**config.mk**
```make
export PLATFORM = sky130hd
export DESIGN_NAME = pc_fetch_stage
export DESIGN_NICKNAME = d
export VERILOG_FILES = /design/src/rtl/cpu_pkg.sv /design/src/rtl/pc_target_calc.sv /design/src/rtl/pc_fetch_stage.sv
export SDC_FILE = /design/constraint.sdc
export NUM_CORES = 1
export LEC_CHECK = 0
export BUFFER_PORTS_ARGS = -buffer_cell sky130_fd_sc_hd__buf_2
export CAP_MARGIN = 20
export CORE_MARGIN = 5
export CORE_UTILIZATION = 60
export CTS_CLUSTER_SIZE = 16
export DETAILED_ROUTE_END_ITERATION = 10
export MAX_ROUTING_LAYER = met4
export PLACE_DENSITY_LB_ADDON = 0.25
export SLEW_MARGIN = 20
export SYNTH_ARGS = -nofsm -noshare
export SYNTH_HDL_FRONTEND = slang
export SYNTH_SLANG_ARGS = --single-unit
```
**constraint.sdc**
```tcl
create_clock -name clk -period 9.9 [get_ports clk]
set_clock_uncertainty 0.05 [all_clocks]
set_input_delay 0.99 -clock clk [delete_from_list [all_inputs] [get_ports clk]]
set_output_delay 0.99 -clock clk [all_outputs]
set_load 0.01 [all_outputs]
```
**src/rtl/cpu_pkg.sv**
```systemverilog
// -----------------------------------------------------------------------------
// cpu_pkg
//   Shared definitions for the single-issue MIPS datapath front end:
//   datapath widths, the reset vector, the fetch-stage state encoding, the
//   next-PC source selector and a helper for sequential PC advance.
//   No ports (package).
// -----------------------------------------------------------------------------
package cpu_pkg;

  localparam int XLEN    = 32;
  localparam int INSTR_W = 32;
  localparam int JIDX_W  = 26;

  localparam logic [XLEN-1:0] RESET_VECTOR = 32'h0000_0000;

  // Fetch FSM: REQ keeps a request on the memory port, HOLD parks a word
  // that arrived while the decode-facing register was still occupied.
  typedef enum logic [0:0] {
    FS_REQ  = 1'b0,
    FS_HOLD = 1'b1
  } fetch_state_e;

  // Source of the next PC, in increasing priority order.
  typedef enum logic [1:0] {
    SEL_SEQ    = 2'd0,
    SEL_BRANCH = 2'd1,
    SEL_JUMP   = 2'd2
  } pc_sel_e;

  // Sequential advance; wraps modulo 2^32 without any exception.
  function automatic logic [XLEN-1:0] pc_incr(input logic [XLEN-1:0] pc);
    return pc + 32'd4;
  endfunction

endpackage : cpu_pkg

```
**src/rtl/pc_target_calc.sv**
```systemverilog
// -----------------------------------------------------------------------------
// pc_target_calc
//   Combinational next-PC logic. Computes the branch target
//   (id_pc_plus4 + word-aligned offset, wrapping mod 2^32), the J-type target
//   ({id_pc_plus4[31:28], index, 2'b00}) and the sequential pc+4, and applies
//   the priority jump > branch > pc+4.
// Ports
//   pc_i                 in   XLEN    current fetch PC
//   id_pc_plus4_i        in   XLEN    pc+4 of the redirecting instruction
//   branch_offset_sl2_i  in   XLEN    sign-extended immediate << 2
//   jump_index_i         in   JIDX_W  J-type instruction index
//   redirect_branch_i    in   1       taken branch this cycle
//   redirect_jump_i      in   1       jump this cycle
//   seq_pc_o             out  XLEN    pc_i + 4
//   redirect_tgt_o       out  XLEN    target of the winning redirect
//   next_pc_o            out  XLEN    prioritised next PC (jump > branch > seq)
//   redirect_o           out  1       any redirect this cycle
// -----------------------------------------------------------------------------
module pc_target_calc
  import cpu_pkg::*;
(
  input  logic [XLEN-1:0]   pc_i,
  input  logic [XLEN-1:0]   id_pc_plus4_i,
  input  logic [XLEN-1:0]   branch_offset_sl2_i,
  input  logic [JIDX_W-1:0] jump_index_i,
  input  logic              redirect_branch_i,
  input  logic              redirect_jump_i,
  output logic [XLEN-1:0]   seq_pc_o,
  output logic [XLEN-1:0]   redirect_tgt_o,
  output logic [XLEN-1:0]   next_pc_o,
  output logic              redirect_o
);

  logic [XLEN-1:0] br_tgt;
  logic [XLEN-1:0] j_tgt;
  pc_sel_e         pc_sel;

  assign seq_pc_o   = pc_incr(pc_i);
  assign br_tgt     = id_pc_plus4_i + branch_offset_sl2_i;
  // Jumps stay inside the 256 MB region of the delay-slot-free pc+4.
  assign j_tgt      = {id_pc_plus4_i[XLEN-1:XLEN-4], jump_index_i, 2'b00};
  assign redirect_o = redirect_branch_i | redirect_jump_i;

  always_comb begin
    pc_sel = SEL_SEQ;
    if (redirect_jump_i) begin
      pc_sel = SEL_JUMP;
    end else if (redirect_branch_i) begin
      pc_sel = SEL_BRANCH;
    end
  end

  always_comb begin
    next_pc_o = seq_pc_o;
    case (pc_sel)
      SEL_JUMP:   next_pc_o = j_tgt;
      SEL_BRANCH: next_pc_o = br_tgt;
      default:    next_pc_o = seq_pc_o;
    endcase
  end

  // Only meaningful while redirect_o is high.
  assign redirect_tgt_o = redirect_jump_i ? j_tgt : br_tgt;

endmodule : pc_target_calc

```
**src/rtl/pc_fetch_stage.sv**
```systemverilog
// -----------------------------------------------------------------------------
// pc_fetch_stage
//   Instruction-fetch stage. Holds the PC, fetches over a req/ack handshake and
//   presents {instr, pc+4} to decode through a valid/ready register. Redirects
//   from decode (branch or jump, no delay slot) flush the presented instruction
//   and any word still in flight.
// Parameters
//   RESET_PC           PC loaded on reset; first fetch address
// Ports
//   clk                in   1   rising-edge clock
//   rst                in   1   asynchronous active-high reset
//   imem_req           out  1   fetch request, held until imem_ack
//   imem_addr          out  32  fetch address, stable while imem_req=1
//   imem_ack           in   1   request accepted, imem_rdata valid this cycle
//   imem_rdata         in   32  instruction word
//   if_valid           out  1   if_instr/if_pc_plus4 hold a live instruction
//   if_ready           in   1   decode consumes on valid&ready
//   if_instr           out  32  fetched instruction
//   if_pc_plus4        out  32  address of if_instr + 4
//   redirect_branch    in   1   taken branch (1-cycle pulse)
//   redirect_jump      in   1   jump (1-cycle pulse)
//   id_pc_plus4        in   32  pc+4 of the redirecting instruction
//   branch_offset_sl2  in   32  sign-extended immediate << 2
//   jump_index         in   26  J-type index
//   cur_pc             out  32  current PC register
// -----------------------------------------------------------------------------
module pc_fetch_stage
  import cpu_pkg::*;
#(
  parameter logic [XLEN-1:0] RESET_PC = RESET_VECTOR
) (
  input  logic                clk,
  input  logic                rst,
  output logic                imem_req,
  output logic [XLEN-1:0]     imem_addr,
  input  logic                imem_ack,
  input  logic [INSTR_W-1:0]  imem_rdata,
  output logic                if_valid,
  input  logic                if_ready,
  output logic [INSTR_W-1:0]  if_instr,
  output logic [XLEN-1:0]     if_pc_plus4,
  input  logic                redirect_branch,
  input  logic                redirect_jump,
  input  logic [XLEN-1:0]     id_pc_plus4,
  input  logic [XLEN-1:0]     branch_offset_sl2,
  input  logic [JIDX_W-1:0]   jump_index,
  output logic [XLEN-1:0]     cur_pc
);

  // ---------------------------------------------------------------------------
  // State
  // ---------------------------------------------------------------------------
  fetch_state_e        state_q, state_d;
  logic [XLEN-1:0]     pc_q, pc_d;
  logic [XLEN-1:0]     pc_next_q, pc_next_d;    // target parked while killing
  logic                kill_q, kill_d;          // in-flight word is stale
  logic                req_en_q;                // gates req until first edge out of reset
  logic [INSTR_W-1:0]  hold_instr_q, hold_instr_d;
  logic [XLEN-1:0]     hold_pc4_q, hold_pc4_d;
  logic                out_valid_q, out_valid_d;
  logic [INSTR_W-1:0]  out_instr_q, out_instr_d;
  logic [XLEN-1:0]     out_pc4_q, out_pc4_d;

  // ---------------------------------------------------------------------------
  // Next-PC arithmetic
  // ---------------------------------------------------------------------------
  logic [XLEN-1:0] seq_pc;
  logic [XLEN-1:0] redirect_tgt;
  logic [XLEN-1:0] next_pc;
  logic            redirect;

  pc_target_calc u_pc_target_calc (
    .pc_i                (pc_q),
    .id_pc_plus4_i       (id_pc_plus4),
    .branch_offset_sl2_i (branch_offset_sl2),
    .jump_index_i        (jump_index),
    .redirect_branch_i   (redirect_branch),
    .redirect_jump_i     (redirect_jump),
    .seq_pc_o            (seq_pc),
    .redirect_tgt_o      (redirect_tgt),
    .next_pc_o           (next_pc),
    .redirect_o          (redirect)
  );

  // ---------------------------------------------------------------------------
  // Memory-side handshake (decoded, not registered)
  // ---------------------------------------------------------------------------
  logic fetch_req;
  logic ack_acc;
  logic out_free;

  assign fetch_req = (state_q == FS_REQ) && req_en_q;
  assign imem_req  = fetch_req;
  assign imem_addr = pc_q;
  // A stray ack while no request is outstanding is ignored.
  assign ack_acc   = fetch_req && imem_ack;
  // The output register can take a new word if it is empty or drains this edge.
  assign out_free  = !out_valid_q || if_ready;

  // ---------------------------------------------------------------------------
  // Next-state logic
  // ---------------------------------------------------------------------------
  always_comb begin
    state_d      = state_q;
    pc_d         = pc_q;
    pc_next_d    = pc_next_q;
    kill_d       = kill_q;
    hold_instr_d = hold_instr_q;
    hold_pc4_d   = hold_pc4_q;
    out_valid_d  = out_valid_q;
    out_instr_d  = out_instr_q;
    out_pc4_d    = out_pc4_q;

    if (out_valid_q && if_ready) begin
      out_valid_d = 1'b0;
    end

    case (state_q)
      FS_REQ: begin
        if (!req_en_q) begin
          // Nothing is outstanding yet, so the PC can move directly.
          if (redirect) begin
            pc_d = redirect_tgt;
          end
        end else if (ack_acc) begin
          if (kill_q || redirect) begin
            // The returning word belongs to the wrong path: drop it and
            // restart at the newest known target.
            pc_d   = redirect ? redirect_tgt : pc_next_q;
            kill_d = 1'b0;
          end else if (out_free) begin
            out_valid_d = 1'b1;
            out_instr_d = imem_rdata;
            out_pc4_d   = seq_pc;
            pc_d        = next_pc;
          end else begin
            hold_instr_d = imem_rdata;
            hold_pc4_d   = seq_pc;
            pc_d         = next_pc;
            state_d      = FS_HOLD;
          end
        end else if (redirect) begin
          // Request still pending: the address must not move, so remember
          // the target and discard the word when it finally arrives.
          kill_d    = 1'b1;
          pc_next_d = redirect_tgt;
        end
      end

      FS_HOLD: begin
        if (redirect) begin
          pc_d    = next_pc;
          state_d = FS_REQ;
        end else if (if_ready) begin
          out_valid_d = 1'b1;
          out_instr_d = hold_instr_q;
          out_pc4_d   = hold_pc4_q;
          state_d     = FS_REQ;
        end
      end

      default: begin
        state_d = FS_REQ;
      end
    endcase

    // A redirect flushes whatever decode has not yet consumed.
    if (redirect) begin
      out_valid_d = 1'b0;
    end
  end

  // ---------------------------------------------------------------------------
  // Registers
  // ---------------------------------------------------------------------------
  always_ff @(posedge clk or posedge rst) begin
    if (rst) begin
      state_q      <= FS_REQ;
      pc_q         <= RESET_PC;
      pc_next_q    <= RESET_PC;
      kill_q       <= 1'b0;
      req_en_q     <= 1'b0;
      hold_instr_q <= '0;
      hold_pc4_q   <= '0;
      out_valid_q  <= 1'b0;
      out_instr_q  <= '0;
      out_pc4_q    <= '0;
    end else begin
      state_q      <= state_d;
      pc_q         <= pc_d;
      pc_next_q    <= pc_next_d;
      kill_q       <= kill_d;
      req_en_q     <= 1'b1;
      hold_instr_q <= hold_instr_d;
      hold_pc4_q   <= hold_pc4_d;
      out_valid_q  <= out_valid_d;
      out_instr_q  <= out_instr_d;
      out_pc4_q    <= out_pc4_d;
    end
  end

  assign if_valid    = out_valid_q;
  assign if_instr    = out_instr_q;
  assign if_pc_plus4 = out_pc4_q;
  assign cur_pc      = pc_q;

endmodule : pc_fetch_stage
```
==> metrics.yaml <==
startpoint_type: "input port"
synthCells: 1450
synth_cell_types: 91
hold_viol_final: 0
grt_max_degree: 130
ios: 258
cp_top_family: "simple AND/OR/NAND/NOR gates"
setup-violations-final: 0
grtUsageTotal: 0.324
fmax_mhz: 287
cts_max_level: 4
cts_setup_buffers: 0
power.leakage_uw: 0.00668
yosysSeqAreaShare: 0.407
synth_common_cells: "nand2_1 (336), dfrtp_1 (196), o21ai_0 (159)"
r2r_setup_slack_ns: 6.66
dpl_worst_slack_ns: 6.01
area_growth_syn_to_layout_pct: 14.6
drcViolationCount: 0
critPathBufInv: 2
vias_per_cell: 6.02
core_area_um2: 19600
cts_buffers: 17
synth.top_cell.area_share: 0.407
fin_crit_sh: 0.353
vdd_ir_drop_max_uv: 108
cts_tree: "done"
arrival_ns: 3.76
drt_pre_antenna_iters: 6
r2r_end: "cur_pc[30]$_DFFE_PP0P_"
grt_pass1_wl_um: 56700
end_kind: "flop"
wl_um: 36500
post_drt_wl_per_cell_um: 19.2
placed_cell_area_um2: 13200
grt_overflow: 0
finalSetupTns_ns: 0
cp_slowest_cell: "or4_1"
dieWidth_um: 152
cts.sinks: 196
fin_nets: 1783
synth.area.top_cells: "dfrtp_1 (41%), nand2_1 (10%), o21ai_0 (6.6%), mux2i_1 (4.4%), a21oi_1 (4.0%)"
final.fill_count: 1605
die_area_um2: 23000
place_hpwl_um: 25900
cts_buffer_depth: 2
critPathMaxStageDelay_ns: 0.60
cp.depth: 13
required_ns: 10.17
crit_path_cell_trace: "buf_2 > ha_1 > inv_1 > fa_1 > nor2b_1 > o31a_1 > o31ai_1 > nand2b_2 > a41oi_1 > or4_1 > nand2b_1 > a221oi_1 > or3_1"
critical_path.endpoint: "cur_pc[22]$_DFFE_PP0P_"
synth_largest_area_cell: "dfrtp_1"
tightest_slew_ns: 1.13
critical_path.startpoint: "id_pc_plus4[0]"
drtIter0Drc: 1108
p_per_area_nw_per_um2: 178
crit_type: "in -> reg"
postCtsHoldBufs: 0
synth_edf_count: 0
layout_min_cycle_time_ns: 3.49
first_global_vias: 10500
seq_area_um2: 4910
rsz0062_at_grt: "false"
min_path_type: "reg -> reg"
synth_most_common_cell: "nand2_1"
clock_latency_ns: 0.44
maxSlewViolCount: 0
synthFlopType: "dfrtp_1"
r2r-start: "kill_q$_DFFE_PP0P_"
syn_avg_cell_area_um2: 8.31
async_reset_ff_frac: 1.00
status: "completed"
cts_resized: 0
relSlewSlack: 0.249
yosysWarnings: 0
die_h_um: 152
utilization: 0.704
maxCapViolations: 0
root_buffer: "clkbuf_16"
rr_worst_depth: 7
synth_nets: 1611
multiInputGateArea_um2: 6440
layout-drive-gt1-share: 0.212
postLayoutCellArea_um2: 13800
gpl.final_weighted_congestion: 1.02
antenna_found_initial: 0
setup_ws_ns: 6.41
path_clk_slew_ns: 0.08
port_buffers: 257
start_util: 0.615
postRouteAntennaNets: 0
syn-cell-area_um2: 12000
vias: 11500
critPathMaxFanout: 4
ys_seq_elements: 196
fp-row-count: 51
## how the worst min path moves through the flow
stage / end / cells after the start / start
2_1_floorplan: pc_next_q[5]$_DFFE_PP0P_ / 2 / pc_next_q[5]$_DFFE_PP0P_
3_3_place_gp: if_pc_plus4[11]$_DFFE_PP0P_ / 2 / if_pc_plus4[11]$_DFFE_PP0P_
3_5_place_dp: hold_instr_q[12]$_DFFE_PP0P_ / 2 / hold_instr_q[12]$_DFFE_PP0P_
4_1_cts: hold_instr_q[6]$_DFFE_PP0P_ / 2 / hold_instr_q[6]$_DFFE_PP0P_
5_1_grt: hold_instr_q[29]$_DFFE_PP0P_ / 2 / hold_instr_q[29]$_DFFE_PP0P_
6_report: if_pc_plus4[28]$_DFFE_PP0P_ / 2 / if_pc_plus4[28]$_DFFE_PP0P_
## cell usage in the layout, fill, tap and decap left out, drive strengths merged, types with 32 or more instances in the layout
cell     n
a21oi  101
buf    272
dfrtp  196
ha      32
inv     34
mux2i   53
nand2  336
nor2   101
o21ai  168
xnor2   32
## worst min-delay path, delay by kind of cell (launching register included)
family,cells,cell delay (ns)
compound gates,1,0.06
simple gates,1,0.05
flops,1,0.34
## final cells by class
cell class              instances  share of cell area
multi-input cells            1108               0.467
flip-flops and latches        196               0.356
repair buffers                272               0.103
clock buffers                  17              0.0308
well taps                     265              0.0240
clock inverters                15              0.0117
inverters                      27             0.00789
diodes                          1            0.000181
## layer usage
layer,global-route usage,part of all wire,wire length (um)
met5,-,0,0
met3,0.0702,0.11,3840
met1,0.437,0.41,15100
met4,0.0863,0.022,786
met2,0.502,0.46,16800
## sequential cells by signal (all words and copies together), names as in the netlist
name          count
if_pc_plus4      32
pc_next_q        32
hold_instr_q     32
req_en_q          1
state_q           1
kill_q            1
cur_pc           32
if_instr         32
hold_pc4_q       32
if_valid          1
## cells by family (layout without fill, tap and decap cells)
group	count (synthesis)	count (layout)	synth area share
multiplexers	59	59	0.0497
buffers and inverters	146	331	0.0593
AND/OR/NAND/NOR	555	555	0.199
flip-flops	196	196	0.407
adder cells (fa/ha/maj)	33	33	0.0349
XOR/XNOR	52	52	0.0378
other	1	2	0.000311
AO/OA/AOI/OAI	408	408	0.211
## report_power, final
| part | switching (uW) | leakage (uW) | internal, uW | total, uW |
|---|---|---|---|---|
| clock network | 348 | 0.000285 | 339 | 686 |
| logic | 435 | 0.00387 | 283 | 718 |
| registers | 118 | 0.00252 | 931 | 1050 |
## metrics by stage
stage | total power (uW) | instances | hold slack (ns)
after detailed placement | 1770 | 1867 | 0.412
after global routing | 2590 | 1900 | 0.445
after global placement | 1750 | 1867 | 0.406
after CTS | 2450 | 1899 | 0.431
after floorplan | 1500 | 1450 | 0.392
final | 2450 | 1901 | 0.426
(Power assumes the default switching activity.)
